`src/rtl/reset_sequencer.sv`:
```
// Staged reset sequencer: merges board reset with run-time restart requests,
// releases peripherals before the CPU and records cause and restart count.
module reset_sequencer #(
    parameter int unsigned HOLD_CYCLES = 16,
    parameter int unsigned STAGE_GAP   = 8
) (
    input  logic        clk,
    input  logic        rst_n,
    input  logic        wd_trig,
    input  logic        kill_trig,
    input  logic        sw_wr,
    input  logic [7:0]  sw_wdata,
    output logic [15:0] sw_rdata,
    output logic        rst_periph_n,
    output logic        rst_cpu_n,
    output logic        busy
);

    typedef enum logic [1:0] {
        HOLD  = 2'd0,
        STAGE = 2'd1,
        RUN   = 2'd2
    } state_t;

    localparam logic [15:0] HOLD_LAST  = 16'(HOLD_CYCLES - 1);
    localparam logic [15:0] STAGE_LAST = 16'(STAGE_GAP - 1);

    // Fixed priority wd > kill > sw; cause bits are {sw, kill, wd, por}.
    function automatic logic [3:0] pick_cause(input logic wd, input logic kill, input logic sw);
        logic [3:0] c;
        if (wd) begin
            c = 4'b0010;
        end else if (kill) begin
            c = 4'b0100;
        end else if (sw) begin
            c = 4'b1000;
        end else begin
            c = 4'b0000;
        end
        return c;
    endfunction

    state_t      state_r;
    logic [15:0] cnt_r;
    logic [3:0]  cause_r;
    logic [7:0]  rcnt_r;
    logic        periph_n_r;
    logic        cpu_n_r;
    logic        busy_r;

    logic        sw_req_s;
    logic        sw_clr_s;
    logic        trig_s;
    logic [3:0]  cause_next_s;
    logic        unused_s;

    // Decode restart and clear requests for the current cycle.
    always_comb begin
        sw_req_s     = sw_wr & sw_wdata[0];
        sw_clr_s     = sw_wr & sw_wdata[1];
        trig_s       = wd_trig | kill_trig | sw_req_s;
        cause_next_s = pick_cause(wd_trig, kill_trig, sw_req_s);
        unused_s     = ^sw_wdata[7:2];
    end

    // Sequencer FSM with registered reset outputs and status bookkeeping.
    always_ff @(posedge clk or negedge rst_n) begin
        if (!rst_n) begin
            state_r    <= HOLD;
            cnt_r      <= 16'd0;
            cause_r    <= 4'b0001;
            rcnt_r     <= 8'd0;
            periph_n_r <= 1'b0;
            cpu_n_r    <= 1'b0;
            busy_r     <= 1'b1;
        end else begin
            case (state_r)
                HOLD: begin
                    if (cnt_r == HOLD_LAST) begin
                        periph_n_r <= 1'b1;
                        cnt_r      <= 16'd0;
                        state_r    <= STAGE;
                    end else begin
                        cnt_r <= cnt_r + 16'd1;
                    end
                end
                STAGE: begin
                    if (cnt_r == STAGE_LAST) begin
                        cpu_n_r <= 1'b1;
                        busy_r  <= 1'b0;
                        cnt_r   <= 16'd0;
                        state_r <= RUN;
                    end else begin
                        cnt_r <= cnt_r + 16'd1;
                    end
                end
                RUN: begin
                    // A restart request always beats a same-cycle clear.
                    if (trig_s) begin
                        periph_n_r <= 1'b0;
                        cpu_n_r    <= 1'b0;
                        busy_r     <= 1'b1;
                        cnt_r      <= 16'd0;
                        state_r    <= HOLD;
                        cause_r    <= cause_next_s;
                        if (rcnt_r != 8'hFF) begin
                            rcnt_r <= rcnt_r + 8'd1;
                        end else begin
                            rcnt_r <= rcnt_r;
                        end
                    end else if (sw_clr_s) begin
                        cause_r <= 4'b0000;
                        rcnt_r  <= 8'd0;
                    end else begin
                        cnt_r <= 16'd0;
                    end
                end
                default: begin
                    state_r    <= HOLD;
                    cnt_r      <= 16'd0;
                    periph_n_r <= 1'b0;
                    cpu_n_r    <= 1'b0;
                    busy_r     <= 1'b1;
                end
            endcase
        end
    end

    assign sw_rdata     = {rcnt_r, 4'b0000, cause_r};
    assign rst_periph_n = periph_n_r;
    assign rst_cpu_n    = cpu_n_r;
    assign busy         = busy_r;

endmodule

```
`config.mk`:
```
export PLATFORM = sky130hd
export DESIGN_NAME = reset_sequencer
export DESIGN_NICKNAME = d
export VERILOG_FILES = /design/src/rtl/reset_sequencer.sv
export SDC_FILE = /design/constraint.sdc
export NUM_CORES = 1
export LEC_CHECK = 0
export CORE_UTILIZATION = 50
export DETAILED_ROUTE_END_ITERATION = 10
export GPL_ROUTABILITY_DRIVEN = 0
export HOLD_SLACK_MARGIN = 0.15
export PLACE_DENSITY = 0.83
export SLEW_MARGIN = 40
export SYNTH_ARGS = -nofsm -noshare
export SYNTH_HDL_FRONTEND = slang
export SYNTH_SLANG_ARGS = --single-unit
```
`constraint.sdc`:
```
create_clock -name clk -period 5.35 [get_ports clk]
set_input_delay 1.07 -clock clk [delete_from_list [all_inputs] [get_ports clk]]
set_output_delay 1.07 -clock clk [all_outputs]
set_load 0.1 [all_outputs]
```
[Word level (Yosys, flattened, before mapping)]
Cells that the tools add are included.
Word-level totals
  flip-flop bits (word level): 33
  input bits: 13
  output and inout bits: 19
  word-level logic and storage cells: 57
Operators by class
  add/sub/neg operators: 2
  eq/ne operators: 10
  mux-type cells: 25
  bitwise gates (word level): 6
  reduce and logical (&&, ||, !) cells: 7
Operators by type and width (count)
  $mux W16: 4
  $pmux W16 S3: 1
  $mux W8: 3
  $mux W4: 5
  $add A16 B1 Y16 const B: 1
  $eq A16 B3 Y1 const B: 1
  $eq A16 B4 Y1 const B: 1
  $reduce_and A3 Y1: 4
  $pmux W1 S3: 3
  $add A8 B1 Y8 const B: 1
  $ne A8 B8 Y1 const B: 1
  $mux W2: 3
  $ne A2 B2 Y1 const B: 3
  $pmux W2 S3: 1
  $mux W1: 5
  $ne A3 B3 Y1 const B: 1
  $and A1 B1 Y1: 2
  $eq A2 B1 Y1 const B: 1
  $eq A2 B2 Y1 const B: 1
  $logic_not A2 Y1: 1
  $ne A2 B1 Y1 const B: 1
  $not A1 Y1: 2
  $or A1 B1 Y1: 2
  $reduce_and A2 Y1: 1
  $reduce_bool A2 Y1: 1

[Depth between registers and ports, before layout]
Gate-level depths: netlist (run 1).
  depth in word-level cells: 5
  depth in mapped cells: 7
  mapped depth without buffers: 6

[Worst setup path before layout (run 1)]
OpenSTA, ideal clock, no wires.
  path kind: input-to-reg
  start point: in kill_trig
  end point: reg cnt_r[10]
  setup time: 0.095 ns
  arrival time: 2.258 ns
  required time: 5.255 ns
  slack: 2.997 ns
  stages on the path: 6
  path buffers: 1
  cells stage by stage: nor2_1 nand3_1 nor3b_1 clkbuf_1 o21ai_0 o31ai_1
Between the ends
  cells in the longest elaborated chain, start to end: 4
RTL lines
  start: declaration: line 10  | input logic kill_trig,
  $or A1 B1 Y1 * (2 in a row): line 61  | trig_s = wd_trig | kill_trig | sw_req_s;
  $mux W16: line 99  | if (trig_s) begin
  $pmux W16 S3: line 77  | case (state_r)
  end signal: assignment: line 84  | cnt_r <= cnt_r + 16'd1;
  end signal: assignment: line 94  | cnt_r <= cnt_r + 16'd1;
  end: declaration: line 44  | logic [15:0] cnt_r;
Every way passes the cells marked *; elsewhere a longest branch is shown, timed or not.
A chain may end at the register's enable or synchronous reset.

[Worst setup path in the final report (run 1)]
  start point: in sw_wr
  end point: reg rcnt_r[3]
Between the ends
  cells in the longest elaborated chain, start to end: 4
RTL lines
  start: declaration: line 11  | input logic sw_wr,
  $and A1 B1 Y1: line 59  | sw_req_s = sw_wr & sw_wdata[0];
  $or A1 B1 Y1: line 61
  $ne A2 B1 Y1 (no source line) / $reduce_bool A2 Y1 (equally long branches)
  $reduce_and A3 Y1 (no source line)
  end signal: assignment: line 107  | rcnt_r <= rcnt_r + 8'd1;
  end signal: assignment: line 109  | rcnt_r <= rcnt_r;
  end: declaration: line 46  | logic [7:0] rcnt_r;
Several ways; a longest one is shown, not always the timed one.

==> impl_metrics.tcl, run 1 <==
set metrics [dict create \
    status "complete, no violations" \
    yosysTopAreaCellShare_pct 43.6 \
    ant_nets 0 \
    synth_cell_type_count 47 \
    max_freq_ghz 0.360 \
    yosys_register_bits 33 \
    clkPwrFrac_pct 32.1 \
    die_area_mm2 0.00380 \
    cp_max_fo 10 \
    timing.final.crit_share_pct 52.0 \
    dr.first_iter.drc_count 63 \
    fp.coreArea_mm2 0.00336 \
    dr.pass1.iters 4 \
    async_flop_share_pct 100 \
    yosys_warnings 0 \
    place_ws_ns 2.25 \
    cts_resized 0 \
    fin_ws_ns 2.57 \
    synth_area_leaders "dfrtp_1 (44%), nand2_1 (3.8%), nand3_1 (3.7%)" \
    intPower_uw 307 \
    end_kind "flop" \
    finalSetupViolCount 0 \
    synth_ff_type "dfrtp_1" \
    irDropWorstVdd_uv 136 \
    cp-start-kind "primary input" \
    post_cts_buffers 0 \
    globalRoute.totalOverflow 0 \
    fp.dieH_um 61.7 \
    comb_power_share_pct 6.6 \
    synth-edff-count 0 \
    arrival_ns 3.04 \
    finalSetupTns_ns 0 \
    portBuffers 21 \
    initial_core_util_pct 52.9 \
    cts.htree.levels 2 \
    drive_gt1_share_pct 14.1 \
    first_global_vias 1317 \
    fin_skew_ns 0.00649 \
    grt_pass1_wl_um 5870 \
    clockRootBuffer "clkbuf_4" \
    dpl.hpwl_um 2380 \
    p_sw_share_pct 24.4 \
    grt_max_degree 34 \
    cts_buffers 5 \
    crit_path_start "sw_wr" \
    power_frac_seq_pct 61.3 \
    yosysSeqAreaShare_pct 46.5 \
    routed_wl_um 3490 \
    synth_common_cells "dfrtp_1 (31), nand2_1 (18), nand3_1 (13), a21oi_1 (12), nor2_1 (12)" \
    yosysMostFrequentCell "dfrtp_1" \
    hold_class "flop to flop" \
    slew_violations 0 \
    min-delay-start "cause_r[0]$_DFFE_PN1P_" \
    antenna_found_initial 0 \
    tightest_slew_ns 0.698 \
    synthCells 188 \
    area_delta_synth_final_pct 12.5 \
    power_switching_uw 99.3 \
    leakagePower_uw 0.000895 \
    dieWidth_um 61.7 \
    clk_latency_ns 0.32 \
    io_pins 32 \
    cp_slowest_cell "clkdlybuf4s50_1" \
    avgSynthCellArea_um2 9.47 \
    grt_usage_pct 21.1 \
    wire_per_inst_um 13.5 \
    clkSinkCount 33 \
    cpPeakStageDelay_ns 0.56 \
    vias_per_cell 5.81 \
    diodes 0 \
    vias 1505 \
    drc_errors 0 \
    path_class "primary input to flop" \
    syn-cell-area_mm2 0.00178 \
    rsz0062_at_grt "no" \
    crit_chain "clkdlybuf4s50_1 -> o21ai_0 -> a21boi_2 -> o21ai_1 -> or4_1 -> nand2_1" \
    hold_violations 0 \
    slew-limit-headroom_pct 53.1 \
    rows 21 \
    synth_top_area_cell "dfrtp_1" \
    cts_buffer_depth 2 \
    cts_tree "yes" \
    timing.rr.start "cnt_r[11]$_DFFE_PN0P_" \
    clk_pin_slew_ns 0.09 \
    ctsHoldBuffers 0 \
    powerDensity_mw_per_mm2 203 \
    fin_crit_ns 2.78 \
    cp.required_ns 5.61 \
    maxCapViolCount 0 \
    nets 228 \
]
-- state kept, by name, indices dropped and copies added, names as in the netlist --
signal	flops
cnt_r	16
rst_cpu_n	1
busy	1
rst_periph_n	1
state_r	2
rcnt_r	8
cause_r	4
-- layout make-up --
cell class	count	area [µm²]
Multi-Input combinational cell	144	900
Tap cell	46	57.6
Sequential cell	33	828
Clock buffer	8	48.8
Timing Repair Buffer	23	150
Fill cell	310	1360
Inverter	5	18.8
-- power by group through the flow --
stage	Sequential [µW]	Clock, µW	Combinational, µW
floorplan	254	0	17.4
global placement	254	0	26.9
detailed placement	254	0	27.2
CTS	249	134	27.2
global route	249	146	29.1
finish	249	130	26.9
-- cell families after synthesis --
group / after synthesis / synth area share (%)
and+or+nand+nor: 77 / 23.2
DFF: 33 / 46.5
adders and majority gates: 3 / 2.11
muxes: 3 / 1.76
buffers and inverters: 14 / 4.29
AOI/OAI and AO/OA: 52 / 19.5
xor gates and xnor gates: 5 / 2.46
other: 1 / 0.211
-- cells in the final DEF (no fill, tap or decap), types with 4 or more instances in the layout --
| cell | Yosys | final |
|---|---|---|
| a22o_1 | 4 | 4 |
| nand3_1 | 13 | 13 |
| conb_1 | 1 | 4 |
| clkbuf_4 | 0 | 5 |
| buf_2 | 1 | 15 |
| or4_1 | 4 | 4 |
| o21ai_0 | 11 | 11 |
| nand4_1 | 5 | 5 |
| dfrtp_1 | 31 | 31 |
| a21oi_1 | 12 | 12 |
| and3_1 | 4 | 4 |
| clkdlybuf4s50_1 | 0 | 6 |
| nand3b_1 | 4 | 4 |
| nor2_1 | 12 | 12 |
| inv_1 | 5 | 5 |
| a31oi_1 | 6 | 6 |
| nand2_1 | 18 | 18 |
-- path summary, 6_finish.rpt --
check	endpoint	cells after the start	slack (ns)
worst max-delay path	rcnt_r[3]$_DFFE_PN0P_	6	2.57
worst min-delay path	cause_r[0]$_DFFE_PN1P_	1	0.49
worst max register to register	cnt_r[12]$_DFFE_PN0P_	5	2.86
worst min register to register	cause_r[0]$_DFFE_PN1P_	1	0.49
max in group asynchronous	cause_r[0]$_DFFE_PN1P_	2	3.88
min in group asynchronous	cause_r[2]$_DFFE_PN0P_	2	1.14
-- through the flow --
step,hold slack [ns],utilization [%],total power (µW),std cells,instance area (µm²)
6_report,0.490,59.6,407,259,2000
3_3_place_gp,0.473,60.0,281,251,2020
3_5_place_dp,0.477,57.7,281,251,1940
2_1_floorplan,0.466,-,272,191,1790
5_1_grt,0.516,59.6,424,259,2000
4_1_cts,0.493,59.2,410,259,1990
-- worst max-delay path: cells and delay by family --
family | cells | cell delay [ns]
AO/OA/AOI/OAI | 3 | 0.79
buffers and inverters | 1 | 0.56
AND/OR/NAND/NOR | 2 | 0.61
-- layer usage --
layer  vias up  GRT usage, %  share of wire (%)
met1       736          30.2                 50
met5         -             0                  0
met2        28          32.1                 46
met3         4          3.78                2.8
met4         0          6.98                1.1
li1        737             -                  -
(Power assumes the default switching activity.)
==> run 2, diff against run 1 <==
- CORE_UTILIZATION: 50 -> 47
- PLACE_DENSITY: 0.83 -> 0.81
- clock period: 5.35 -> 2.45 ns (I/O delays scaled with it)
==> run 2 against run 1 <==
  * Largest power group unchanged
  * Total power increased to 2.5 times the previous value
  * Wire length is 4.9% higher
  * Clock skew is 0.0014 ns lower
  * Via count grew 0.66%
  * Critical path type is now flop to flop
  * Count of clock-buffer cells in the layout is the same
  * Cell count up 3.5%
  * Clock power rose to 3.3 times the previous value
  * Utilization up 2.5 points
  * Critical endpoint is now cnt_r[12]$_DFFE_PN0P_
  * Setup slack got worse by 2.5 ns
  * Combinational power up 130%
  * Worst hold slack better by 0.0016 ns
==> impl_metrics.tcl, run 2 (same netlist as run 1, synthesis figures left out) <==
set metrics [dict create \
    status "complete, no violations" \
    clk_latency_ns 0.29 \
    powerDensity_mw_per_mm2 479 \
    top_register "cnt_r" \
    clockRootBuffer "clkbuf_8" \
    drt-met1-wl_um 1740 \
    antenna_found_initial 0 \
    dieWidth_um 63.6 \
    post_cts_buffers 0 \
    wire_per_inst_um 13.6 \
    cts_buffers 5 \
    dr.first_iter.drc_count 76 \
    drc_errors 0 \
    met2_length_um 1640 \
    finalSetupViolCount 0 \
    fp.coreArea_mm2 0.00347 \
    comb_power_share_pct 6.1 \
    fin_crit_ns 2.36 \
    area_delta_synth_final_pct 20.9 \
    multi_input_area_um2 887 \
    grt_max_degree 23 \
    die_area_mm2 0.00404 \
    fp.dieH_um 63.6 \
    finalSetupTns_ns 0 \
    fin_skew_ns 0.00513 \
    dr.pass1.iters 4 \
    final_cells 268 \
    portBuffers 21 \
    cp.required_ns 2.62 \
    highest_layer "met4" \
    intPower_uw 790 \
    routed_wl_um 3660 \
    rsz0062_at_grt "no" \
    io_pins 32 \
    grt_pass1_wl_um 6470 \
    largest_register_ffs 16 \
    max_freq_ghz 0.424 \
    maxCapViolCount 0 \
    leakagePower_uw 0.000967 \
    wl_met3_um 194 \
    grt_usage_pct 21.3 \
    tightest_slew_ns 0.600 \
    globalRoute.totalOverflow 0 \
    diodes 0 \
    cts_tree "yes" \
    layout_common_cells "dfrtp_1 (31), buf_4 (24), nand2_1 (18)" \
    clkPwrFrac_pct 41.1 \
    p_sw_share_pct 23.5 \
    clkSinkCount 33 \
    whs_ns 0.491 \
    end_kind "flop" \
    cts.htree.levels 2 \
    dp_cells 260 \
    first_global_vias 1427 \
    power_frac_seq_pct 52.8 \
    rows 21 \
    cts_buffer_depth 2 \
    dpl.hpwl_um 2560 \
    slew_violations 0 \
    drive_gt1_share_pct 18.0 \
    hold_class "flop to flop" \
    timing.final.crit_share_pct 96.2 \
    nets 237 \
    final_common_cell "dfrtp_1" \
    vias_per_cell 5.65 \
    path_class "flop to flop" \
    reg.largest.list "cnt_r x16, rcnt_r x8, cause_r x4" \
    vias 1515 \
    fillers 291 \
    final-seq-area_um2 828 \
    irDropWorstVdd_uv 223 \
    power_switching_uw 243 \
    initial_core_util_pct 51.3 \
    slew-limit-headroom_pct 59.9 \
    cp_max_fo 10 \
    cp-start-kind "flop" \
    arrival_ns 2.53 \
    ant_nets 0 \
    hold_violations 0 \
    clk_pin_slew_ns 0.07 \
]
-- run 2: area by class of cell --
class                   instances  share of cell area [%]
repair buffers                 32                    12.6
multi-input cells             144                    41.2
well taps                      46                    2.67
inverters                       5                   0.872
flip-flops and latches         33                    38.5
clock buffers                   8                    4.18
-- run 2: metal layers --
metal / GRT usage, % / vias up
met5: 0 / -
met4: 10.2 / 0
li1: - / 760
met2: 33.0 / 40
met3: 5.98 / 5
met1: 27.1 / 710
-- run 2: what timing repair did --
item                       CTS  global route
hold buffers                 0             0
resized for setup            0             1
setup endpoints to repair    0             2
-- run 2: per-stage QoR --
stage	total power (µW)	utilization, %	instance area [µm²]	setup slack (ns)
after floorplan	593	-	1790	0.219
after global placement	618	59.4	2060	0.138
after detailed placement	619	59.4	2060	0.114
after CTS	1040	62.0	2150	0.0952
after global routing	1070	62.1	2150	0.00239
final	1030	62.1	2150	0.0926
-- run 2: worst paths after layout --
| check | from | endpoint | slack, ns | cells past startpoint |
|---|---|---|---|---|
| hold / removal | cause_r[0]$_DFFE_PN1P_ | cause_r[0]$_DFFE_PN1P_ | 0.49 | 1 |
| hold reg to reg | cause_r[0]$_DFFE_PN1P_ | cause_r[0]$_DFFE_PN1P_ | 0.49 | 1 |
| setup / recovery | cnt_r[8]$_DFFE_PN0P_ | cnt_r[12]$_DFFE_PN0P_ | 0.09 | 5 |
| max in group asynchronous | rst_n | cnt_r[13]$_DFFE_PN0P_ | 1.34 | 2 |
| setup reg to reg | cnt_r[8]$_DFFE_PN0P_ | cnt_r[12]$_DFFE_PN0P_ | 0.09 | 5 |
| min in group asynchronous | rst_n | rcnt_r[5]$_DFFE_PN0P_ | 0.58 | 1 |
-- run 2: power groups by stage --
stage	Combinational, µW	Clock (µW)	Sequential, µW
2_1_floorplan	37.9	0	555
4_1_cts	63.9	436	545
3_5_place_dp	63.8	0	555
6_report	62.9	424	545
3_3_place_gp	63.2	0	555
5_1_grt	67.4	458	544
-- run 2: worst max-delay path: stages (launching register included) --
cell,delay (ns)
dfrtp_1,0.42
or4_4,0.56
or4_4,0.57
o2bb2ai_2,0.22
and3_1,0.22
a221o_1,0.25
==> run 3, diff against run 2 <==
--- a/config.mk
+++ b/config.mk
@@ -6,9 +6,10 @@
 export NUM_CORES = 1
 export LEC_CHECK = 0
-export CORE_UTILIZATION = 47
+export CORE_ASPECT_RATIO = 2
+export CORE_UTILIZATION = 50
 export DETAILED_ROUTE_END_ITERATION = 10
 export GPL_ROUTABILITY_DRIVEN = 0
 export HOLD_SLACK_MARGIN = 0.15
-export PLACE_DENSITY = 0.81
+export PLACE_DENSITY = 0.83
 export SLEW_MARGIN = 40
 export SYNTH_ARGS = -nofsm -noshare
==> constraint.sdc (replaced) <==
create_clock -name clk -period 2.68 [get_ports clk]
set_input_delay 0.67 -clock clk [delete_from_list [all_inputs] [get_ports clk]]
set_output_delay 0.67 -clock clk [all_outputs]
set_load 0.1 [all_outputs]
==> run 3 against run 2 <==
  * The run now ends with DRC left
  * Non-clock buffer count fell by 3
  * Combinational power fell by 12%
  * Critical endpoint is now cnt_r[8]$_DFFE_PN0P_
  * Setup slack improved by 0.17 ns
  * Sequential cell count did not move
  * Utilization rose by 0.32 points
  * Critical path depth rose by 1
  * Clock skew rose by 0.0022 ns
  * Sequential share of layout area rose by 0.82 points
  * Count of clock-buffer cells in the layout fell by 1
  * Die area fell by 5.5%
  * Final area fell by 2.1%
  * Wire length rose by 5.8%
==> impl_metrics.tcl, run 3 (same netlist as run 1, synthesis figures left out) <==
set metrics [dict create \
    ff2ff_path_depth 6 \
    ctsHoldBuffers 0 \
    crit_chain "or4_1 -> or4_4 -> o2bb2ai_2 -> buf_4 -> a31oi_1 -> a31oi_1" \
    dr.first_iter.drc_count 28 \
    routed_wl_um 3870 \
    drc_errors 1 \
    cpPeakStageDelay_ns 0.60 \
    cp_slowest_cell "or4_1" \
    arrival_ns 2.58 \
    final_common_cell "dfrtp_1" \
    top_register "cnt_r" \
    powerDensity_mw_per_mm2 458 \
    grt_max_degree 34 \
    cts_buffer_depth 2 \
    cpMostUsedCell "a31oi_1" \
    path_class "flop to flop" \
    cp-endpoint "cnt_r[8]$_DFFE_PN0P_" \
    wire_per_inst_um 15.4 \
    cts.htree.levels 2 \
    vias 1537 \
    fin_crit_ns 2.42 \
    timing.final.crit_share_pct 90.2 \
    dpl.hpwl_um 2690 \
    dr.pass1.iters 9 \
    cts_resized 0 \
    cts_tree "yes" \
    min-delay-start "cause_r[0]$_DFFE_PN1P_" \
    timing.rr.start "cnt_r[11]$_DFFE_PN0P_" \
    cp.required_ns 2.84 \
    clockRootBuffer "clkbuf_8" \
    end_kind "flop" \
    cts_buffers 5 \
    hold_violations 0 \
    initial_core_util_pct 52.7 \
    first_global_vias 1453 \
    clk_pin_slew_ns 0.07 \
    design_area_mm2 0.00211 \
    final_cells 251 \
    io_pins 32 \
    rsz0062_at_grt "no" \
    drive_gt1_share_pct 17.8 \
    max_freq_ghz 0.414 \
    globalRoute.totalOverflow 0 \
    area_delta_synth_final_pct 18.4 \
    crit_path_start "cnt_r[11]$_DFFE_PN0P_" \
    reg.largest.list "cnt_r x16, rcnt_r x8, cause_r x4" \
    violations "DRC" \
    largest_register_ffs 16 \
    irDropWorstVdd_uv 399 \
    fp.coreArea_mm2 0.00338 \
    antenna_found_initial 0 \
    finalSetupTns_ns 0 \
    portBuffers 21 \
    dp_cells 243 \
    tightest_slew_ns 0.609 \
    dpl-instance-area_mm2 0.00201 \
    vias_per_cell 6.12 \
    rows 30 \
    rrSetupSlack_ns 0.26 \
    grt_usage_pct 23.1 \
    fin_skew_ns 0.00731 \
    die_area_mm2 0.00382 \
    post_cts_buffers 0 \
    nets 234 \
    clkSinkCount 33 \
    leakagePower_uw 0.000955 \
    cp_max_fo 13 \
    status "finished with violations" \
    maxCapViolCount 0 \
    r2r_end "cnt_r[8]$_DFFE_PN0P_" \
    grt_pass1_wl_um 6540 \
    finalSetupViolCount 0 \
    slew_violations 0 \
    hold_class "flop to flop" \
    slew-limit-headroom_pct 59.1 \
    ant_nets 0 \
    diodes 0 \
    cp-start-kind "flop" \
    fp.dieH_um 86.4 \
    layout_common_cells "dfrtp_1 (31), buf_4 (23), nand2_1 (18)" \
    dieWidth_um 44.2 \
    clk_latency_ns 0.28 \
]
## run 3: how the worst min path moves through the flow
stage,endpoint,slack [ns],cells past startpoint
after floorplan,cause_r[1]$_DFFE_PN0P_,0.37,0
after global placement,cause_r[0]$_DFFE_PN1P_,0.47,1
after detailed placement,cause_r[0]$_DFFE_PN1P_,0.48,1
after CTS,cause_r[0]$_DFFE_PN1P_,0.49,1
after global routing,cause_r[0]$_DFFE_PN1P_,0.49,1
final,cause_r[0]$_DFFE_PN1P_,0.49,1
## run 3: critical path, delay by kind of cell, from the launching register on
family	cells	cell delay, ns
compound gates	3	0.46
flops	1	0.44
simple gates	2	1.16
buf+inv	1	0.24
## run 3: final cells by class
| class | instances | area, µm² |
|---|---|---|
| sequential | 33 | 828 |
| fill | 281 | 1270 |
| tap | 32 | 40.0 |
| clock buffer | 7 | 96.3 |
| inverter | 5 | 18.8 |
| timing repair buffer | 29 | 233 |
| clock inverter | 1 | 5.00 |
| multi-input combinational | 144 | 887 |
## run 3: layer usage
layer | up-vias | GRT usage [%] | wire [µm]
li1 | 753 | - | -
met1 | 749 | 24.8 | 1510
met2 | 27 | 41.2 | 2150
met3 | 8 | 3.96 | 96
met4 | 0 | 11.6 | 106
met5 | - | 0 | 0
## run 3: where the power goes
group | internal, µW | total [µW] | switching, µW
Clock | 232 | 413 | 181
Combinational | 12.3 | 55.4 | 43.1
Sequential | 498 | 498 | 0
Total | 742 | 966 | 224
## run 3: metrics by stage
step	total power [µW]	hold WS, ns	utilization, %	setup slack, ns
5_1_grt	998	0.492	62.4	0.143
4_1_cts	979	0.489	62.4	0.263
3_5_place_dp	563	0.477	59.4	0.172
3_3_place_gp	563	0.475	59.4	0.169
6_report	966	0.489	62.4	0.263
2_1_floorplan	542	0.374	-	0.449
